==> src/rtl/photon_window_scheduler.sv <==
// photon_window_scheduler: settle delay, then a counted photon exposure window, then per-channel count readout.
module photon_window_scheduler #(
    parameter int N_CH = 4,
    parameter int CNT_W = 16,
    parameter int WIN_W = 24,
    parameter int SET_W = 8,
    localparam int CH_W = (N_CH > 1) ? $clog2(N_CH) : 1
) (
    input  logic             clk,
    input  logic             rst_n,
    input  logic             start,
    input  logic             abort,
    input  logic [SET_W-1:0] settle_len,
    input  logic [WIN_W-1:0] win_len,
    input  logic [N_CH-1:0]  pulse_in,
    output logic             busy,
    output logic             out_valid,
    input  logic             out_ready,
    output logic [CNT_W-1:0] out_data,
    output logic [CH_W-1:0]  out_ch,
    output logic             out_sat,
    output logic             out_last,
    output logic             done
);
    typedef enum logic [1:0] {IDLE, SETTLE, COUNT, DRAIN} state_t;
    state_t state, state_nxt;
    logic [SET_W-1:0] set_cnt;
    logic [WIN_W-1:0] win_cnt;
    logic [N_CH-1:0][CNT_W-1:0] cnt;
    logic [N_CH-1:0] sat;
    logic [CH_W-1:0] ch;
    logic last_ch, accept;

    assign last_ch   = ch == CH_W'(N_CH - 1);
    assign accept    = state == DRAIN && out_ready;
    assign busy      = state != IDLE;
    assign out_valid = state == DRAIN;
    assign out_ch    = ch;
    assign out_data  = out_valid ? cnt[ch] : '0;
    assign out_sat   = out_valid && sat[ch];
    assign out_last  = out_valid && last_ch;

    always_comb begin
        state_nxt = state;
        case (state)
            IDLE:    if (start) state_nxt = |settle_len ? SETTLE : |win_len ? COUNT : DRAIN;
            SETTLE:  if (set_cnt == SET_W'(1)) state_nxt = |win_cnt ? COUNT : DRAIN;
            COUNT:   if (win_cnt == WIN_W'(1)) state_nxt = DRAIN;
            DRAIN:   if (out_ready && last_ch) state_nxt = IDLE;
            default: state_nxt = IDLE;
        endcase
        if (abort) state_nxt = IDLE;
    end

    always_ff @(posedge clk or negedge rst_n) begin
        if (!rst_n) begin
            state   <= IDLE;
            set_cnt <= '0;
            win_cnt <= '0;
            cnt     <= '0;
            sat     <= '0;
            ch      <= '0;
            done    <= 1'b0;
        end else begin
            state <= state_nxt;
            done  <= accept && last_ch && !abort;
            if (abort) begin
                cnt <= '0;
                sat <= '0;
                ch  <= '0;
            end else if (state == IDLE && start) begin
                set_cnt <= settle_len;
                win_cnt <= win_len;
                cnt     <= '0;
                sat     <= '0;
                ch      <= '0;
            end else if (state == SETTLE) begin
                set_cnt <= set_cnt - SET_W'(1);
            end else if (state == COUNT) begin
                win_cnt <= win_cnt - WIN_W'(1);
                // a full counter holds and flags saturation instead of wrapping
                for (int i = 0; i < N_CH; i++)
                    if (pulse_in[i]) begin
                        if (&cnt[i]) sat[i] <= 1'b1;
                        else cnt[i] <= cnt[i] + CNT_W'(1);
                    end
            end else if (accept) begin
                ch <= last_ch ? '0 : ch + CH_W'(1);
            end
        end
    end
endmodule

==> config.mk <==
export PLATFORM = sky130hd
export DESIGN_NAME = photon_window_scheduler
export DESIGN_NICKNAME = d
export VERILOG_FILES = /design/src/rtl/photon_window_scheduler.sv
export SDC_FILE = /design/constraint.sdc
export NUM_CORES = 1
export LEC_CHECK = 0
export ABC_AREA = 0
export CAP_MARGIN = 10
export CORE_UTILIZATION = 58
export CTS_CLUSTER_SIZE = 25
export DETAILED_ROUTE_END_ITERATION = 7
export PLACE_DENSITY = 0.91
export SYNTH_ARGS = -nofsm -noshare
export SYNTH_HDL_FRONTEND = slang
export SYNTH_SLANG_ARGS = --single-unit
==> constraint.sdc <==
create_clock -name clk -period 2.7 [get_ports clk]
set_clock_uncertainty 0.15 [all_clocks]
set_input_delay 0.27 -clock clk [delete_from_list [all_inputs] [get_ports clk]]
set_output_delay 0.27 -clock clk [all_outputs]
set_load 0.02 [all_outputs]
==> results_dict.tcl, run 1 <==
set metrics [dict create \
    path_cells "buf_12 > mux4_2 > and2_1 > clkdlybuf4s50_1" \
    cpMaxStageDelayCell "mux4_2" \
    max-cap-violations 0 \
    drive_above_1_share_pct 8.73 \
    critPathLaunch "out_ch[0]" \
    fp.dieW_microns 109 \
    overflow 0 \
    cp.required_ns 2.28 \
    synthXorXnorAreaFrac_pct 6.89 \
    cts_buffers 9 \
    multi_input_area_sq_um 3770 \
    setup_viol 0 \
    cts_tree "built" \
    period_minus_slack_ns 2.63 \
    syn_avg_cell_area_sq_um 9.17 \
    initial_core_util_pct 60.2 \
    synth_compound_area_share_pct 14.3 \
    area_growth_pct 17.3 \
    path_class "reg -> out" \
    synthSimpleGateAreaFrac_pct 26.7 \
    seq_area_sq_um 2630 \
    yosysWarnings 0 \
    period_share_pct 97.2 \
    hold_viol 0 \
    final_cell_mix "105 x dfrtp_1, 102 x nor2_1, 62 x clkdlybuf4s50_1" \
    worst_slew_pin_slew_ns 0.702 \
    hold_class "in -> async" \
    p_leak_uw 0.00285 \
    power.density_nw_per_um2 696 \
    cts_buffer_depth 2 \
    grt_pass1_wl_microns 28300 \
    drtAntennaViolNets 0 \
    clock_sinks 105 \
    drc 0 \
    cts_root_buffer "clkbuf_16" \
    status "completed" \
    drt_pass1_iterations 7 \
    synth_cell_types 68 \
    synth_fa_ha_area_share_pct 2.84 \
    max_clock_freq_ghz 0.381 \
    dp_hpwl_microns 12300 \
    final_max_slew_viol_count 0 \
    worstPathMaxFanout 21 \
    synth_area_sq_um 6610 \
    drt-initial-drc-count 647 \
    hold_ws_ns 0.284 \
    syn-num-nets 777 \
    fin_tns_setup_ns 0 \
    antenna_found_initial 1 \
    start_kind "register" \
    ys.flop_type "dfrtp_1" \
    post_cts_buffers 0 \
    relSlewSlack_pct 52.8 \
    crit_path_max_incr_delay_ns 0.55 \
    path_delay_family "buffers and inverters" \
    wl_per_cell_microns 18.7 \
    grt_max_degree 44 \
    ys_seq_area_share_pct 39.8 \
    worst_setup_path_end_kind "output pin" \
    final_common_cell "dfrtp_1" \
    die_h_microns 109 \
    synth_top_family_by_area "simple AND/OR/NAND/NOR gates" \
    reg2reg_from "state[1]" \
    via_count 6114 \
    rsz0062_at_grt "false" \
    num_rows 38 \
    layout.nets 831 \
    max-vdd-ir-drop_mv 0.744 \
    vias_per_cell 6.65 \
    nFillCells 737 \
    htreeDepth 3 \
    synth_edf_count 0 \
    cp_num_buf_inv 2 \
    synth_mux_area_share_pct 6.10 \
    first_global_vias 5845 \
    cts.clk_slew.worst_paths_ns 0.07 \
    synthCells 721 \
    die_area_sq_um 11800 \
    ios 64 \
    core_sq_um 11000 \
    cp.arrival_ns 2.21 \
    io_buffers 63 \
    ys_ff_latch 105 \
    finalWeightedCongestion 0.910 \
    grt.total_usage_pct 31.0 \
    ys_async_sr_fraction_pct 100 \
    clk_latency_ns 0.36 \
    wirelength_microns 17200 \
]
kinds of logic after synthesis:
kind of cell             after synthesis
AO/OA/AOI/OAI                        147
XOR/XNOR                              52
adder cells (fa/ha/maj)               15
multiplexers                          19
flip-flops                           105
AND/OR/NAND/NOR                      328
buffers and inverters                 55
power by group:
group | leakage, uW | internal (uW) | total, uW | switching [uW]
Combinational | 0.00131 | 698 | 1810 | 1110
Clock | 0.000151 | 831 | 1430 | 600
Sequential | 0.00140 | 1830 | 2150 | 324
Total | 0.00285 | 3360 | 5400 | 2040
state kept, by name (all words and copies together) (netlist names):
register,cells
cnt,64
done,1
out_ch,2
sat,4
set_cnt,8
state,2
win_cnt,24
repair_timing:
| action | 4_1_cts | 5_1_grt |
|---|---|---|
| hold endpoints to repair | 40 | 0 |
| setup endpoints to repair | 0 | 24 |
| resized for setup | 0 | 2 |
| hold buffers | 1 | 0 |
routing by layer:
metal,track usage (%),vias to the layer above,share of wire (%)
li1,-,2769,-
met1,39.8,2968,40
met2,50.5,336,49
met3,8.37,41,9.3
met4,11.4,0,2.3
met5,0,-,0
cells in the mapped netlist (all sizes together) (3+ instances only):
| cell type | number | area, sq um |
|---|---|---|
| nor3 | 33 | 199 |
| o22ai | 6 | 37.5 |
| nand3 | 27 | 135 |
| nor4 | 28 | 209 |
| clkbuf | 26 | 97.6 |
| and2 | 20 | 128 |
| nor3b | 7 | 52.6 |
| or4 | 4 | 30.0 |
| buf | 11 | 56.3 |
| ha | 15 | 188 |
| a2bb2oi | 6 | 52.6 |
| and4 | 5 | 43.8 |
| xor2 | 6 | 52.6 |
| nor2 | 103 | 394 |
| xnor2 | 46 | 403 |
| o21ai | 41 | 205 |
| inv | 18 | 67.6 |
| nand4b | 6 | 52.6 |
| nand4 | 23 | 150 |
| dfrtp | 105 | 2630 |
| a22oi | 9 | 67.6 |
| o31ai | 3 | 36.3 |
| a31oi | 4 | 25.0 |
| o22a | 5 | 45.0 |
| or3 | 12 | 80.1 |
| a311oi | 4 | 35.0 |
| and3b | 4 | 35.0 |
| nand3b | 4 | 30.0 |
| a211oi | 4 | 30.0 |
| nand2 | 41 | 154 |
| a21oi | 43 | 219 |
| mux4 | 17 | 383 |
| and3 | 4 | 25.0 |
| o2bb2ai | 3 | 26.3 |
through the flow:
stage | area [sq um] | utilization (%) | worst slack, ns | instances | total power, uW
final | 7760 | 70.6 | 0.0745 | 920 | 5400
after global routing | 7750 | 70.6 | 0.00930 | 919 | 5670
after CTS | 7750 | 70.6 | 0.0663 | 919 | 5360
after detailed placement | 7420 | 67.6 | 0.252 | 903 | 3930
after global placement | 7420 | 67.6 | 0.348 | 903 | 3810
after floorplan | 6610 | - | 0.453 | 721 | 3400
worst reg2reg max path, cell delays in order, from the launching register on:
cell	delay, ns
dfrtp_1	0.42
inv_1	0.11
ha_1	0.36
nand4b_1	0.30
or3_1	0.47
nor3_1	0.27
xnor2_1	0.21
nor2_1	0.06
worst paths after layout:
path / slack, ns / end / cells past startpoint
min reg2reg: 0.36 / sat[3] / 2
max: 0.07 / out_data[1] / 4
max reg2reg: 0.22 / cnt[26] / 7
min: 0.28 / set_cnt[6] / 2
max in group asynchronous: 1.39 / win_cnt[22] / 3
min in group clk: 0.36 / sat[3] / 2
layout make-up:
class                      instances  area share [%]
multi-input combinational        561            48.6
antenna                            1          0.0323
tap                              140            2.26
sequential                       105            33.9
clock inverter                     5            1.03
inverter                          18           0.871
timing repair buffer              80            10.3
clock buffer                      10            3.08
(Power assumes the default switching activity.)
==> run 2: changes to the inputs <==
Settings changed: CORE_UTILIZATION 58 to 60, DONT_BUFFER_PORTS set to 1, PLACE_DENSITY 0.91 to 0.86.
Clock period 2.7 ns to 2.91 ns, I/O delays scaled along.
==> run 2 against run 1 <==
  * Critical path depth up 3
  * Non-clock buffer count down 39
  * Utilization down 1.8 points
  * Final cell count down 4.7%
==> results_dict.tcl, run 2 (synthesis gave the netlist of run 1 again) <==
set metrics [dict create \
    hold_viol 0 \
    num_rows 37 \
    cts_tree "built" \
    period_minus_slack_ns 2.69 \
    overflow 0 \
    drive_above_1_share_pct 8.50 \
    finalWeightedCongestion 0.948 \
    layout.nets 792 \
    rr_worst_depth 7 \
    reg2reg_slack_ns 0.22 \
    first_global_vias 5709 \
    nFillCells 734 \
    max-cap-violations 0 \
    drc 0 \
    fin_tns_setup_ns 0 \
    hold_class "in -> reg" \
    worst_setup_path_end_kind "register" \
    final_max_slew_viol_count 0 \
    wirelength_microns 17000 \
    max_clock_freq_ghz 0.372 \
    largest_reg_flops 64 \
    via_count 5931 \
    setup_viol 0 \
    regMostFlops "cnt" \
    relSlewSlack_pct 53.2 \
    grt_pass1_wl_microns 28100 \
    grt.total_usage_pct 31.6 \
    fp.dieW_microns 107 \
    rsz0062_at_grt "false" \
    critPathLaunch "state[0]" \
    grt_max_degree 106 \
    cts.clk_slew.worst_paths_ns 0.10 \
    antenna_found_initial 0 \
    cts_buffer_depth 2 \
    cp.arrival_ns 2.81 \
    max-vdd-ir-drop_mv 0.591 \
    power.density_nw_per_um2 631 \
    clock_sinks 105 \
    worst_slew_pin_slew_ns 0.696 \
    drtAntennaViolNets 0 \
    cpMaxStageDelayCell "or3_1" \
    diodes 0 \
    initial_core_util_pct 62.9 \
    final_cell_mix "105 x dfrtp_1, 102 x nor2_1, 46 x xnor2_1" \
    clk_latency_ns 0.39 \
    reg2reg_to "cnt[12]" \
    io_buffers 0 \
    post_cts_buffers 0 \
    status "completed" \
    stdcell_count 877 \
    drt_pass1_iterations 6 \
    hold_ws_ns 0.0164 \
    ctsResizeCount 0 \
    crit_path_max_incr_delay_ns 0.53 \
    start_kind "register" \
    die_area_sq_um 11400 \
    htreeDepth 3 \
    post_cts_hold_buffer_count 29 \
    crit_end "cnt[12]" \
    wl_per_cell_microns 19.4 \
    reg_top3 "cnt x64, win_cnt x24, set_cnt x8" \
    dp_hpwl_microns 11700 \
    cts_root_buffer "clkbuf_8" \
    critical_path_depth 7 \
    drt-initial-drc-count 625 \
    place_inst 832 \
    core_sq_um 10500 \
    ios 64 \
    path_delay_family "simple AND/OR/NAND/NOR gates" \
    reg2reg_from "state[0]" \
    die_h_microns 107 \
    area_growth_pct 9.39 \
    path_class "reg -> reg" \
    path_cells "inv_1 > ha_1 > nand3b_1 > or3_1 > nor3_1 > xnor2_1 > nor2_1" \
    cp_num_buf_inv 1 \
    period_share_pct 92.5 \
    p_leak_uw 0.00266 \
    worstPathMaxFanout 12 \
    final_common_cell "dfrtp_1" \
    cp.required_ns 3.03 \
    cts_buffers 9 \
    vias_per_cell 6.76 \
]
-- run 2: changes by cell type in the layout (fill, tap and decap cells not counted), moves of 2 or more --
cell	delta
clkbuf_16	-9
clkbuf_8	+9
buf_4	-2
ha_1	+2
buf_12	-3
clkdlybuf4s50_1	-62
ha_2	-2
dlygate4sd3_1	+27
-- run 2: per-layer routing --
layer  global-route usage, %  vias up  wire [microns]
li1                        -     2681               -
met1                    42.6     2915            6990
met2                    49.8      289            8090
met3                    7.72       46            1450
met4                    10.8        0             450
met5                       0        -               0
-- run 2: metrics by stage --
| stage | area [sq um] | power (uW) | setup WS [ns] | util, % |
|---|---|---|---|---|
| finish | 7230 | 4560 | 0.218 | 68.8 |
| global route | 7230 | 4850 | 0.115 | 68.8 |
| CTS | 7230 | 4520 | 0.305 | 68.8 |
| detailed placement | 6720 | 3500 | 0.312 | 63.9 |
| global placement | 6720 | 3410 | 0.494 | 63.9 |
| floorplan | 6610 | 3160 | 0.642 | - |
-- run 2: worst reg2reg max path, delay by kind of cell (launching register included) --
kind | cells | cell delay (ns)
flops | 1 | 0.43
xor+xnor | 1 | 0.18
fa+ha+maj | 1 | 0.46
simple gates | 4 | 1.23
buf+inv | 1 | 0.14
-- run 2: final cells by class --
class | count | area [sq um] | area share, %
clock buffer | 10 | 138 | 1.90
multi-input combinational | 561 | 3760 | 52.1
inverter | 18 | 67.6 | 0.934
sequential | 105 | 2630 | 36.3
timing repair buffer | 41 | 398 | 5.50
clock inverter | 6 | 66.3 | 0.917
tap | 136 | 170 | 2.35
-- run 2: report_power, final --
group          switching (uW)  total [uW]  leakage [uW]  internal [uW]
sequential                302        2000       0.00140           1700
combinational            1020        1610       0.00117            588
clock                     533         956     0.0000949            423
total                    1860        4560       0.00266           2710
-- run 2: worst min path at each step --
| stage | to | startpoint | cells past startpoint |
|---|---|---|---|
| 2_1_floorplan | cnt[0] | rst_n | 0 |
| 3_3_place_gp | win_cnt[11] | rst_n | 0 |
| 3_5_place_dp | win_cnt[11] | rst_n | 0 |
| 4_1_cts | win_cnt[20] | win_len[20] | 2 |
| 5_1_grt | win_cnt[20] | win_len[20] | 2 |
| 6_report | win_cnt[9] | win_len[9] | 2 |
==> run 3: changes to the inputs <==
Settings changed: TNS_END_PERCENT set to 30.
==> results of run 3 <==
No change in the layout: final DEF, timing and power equal those of run 2.
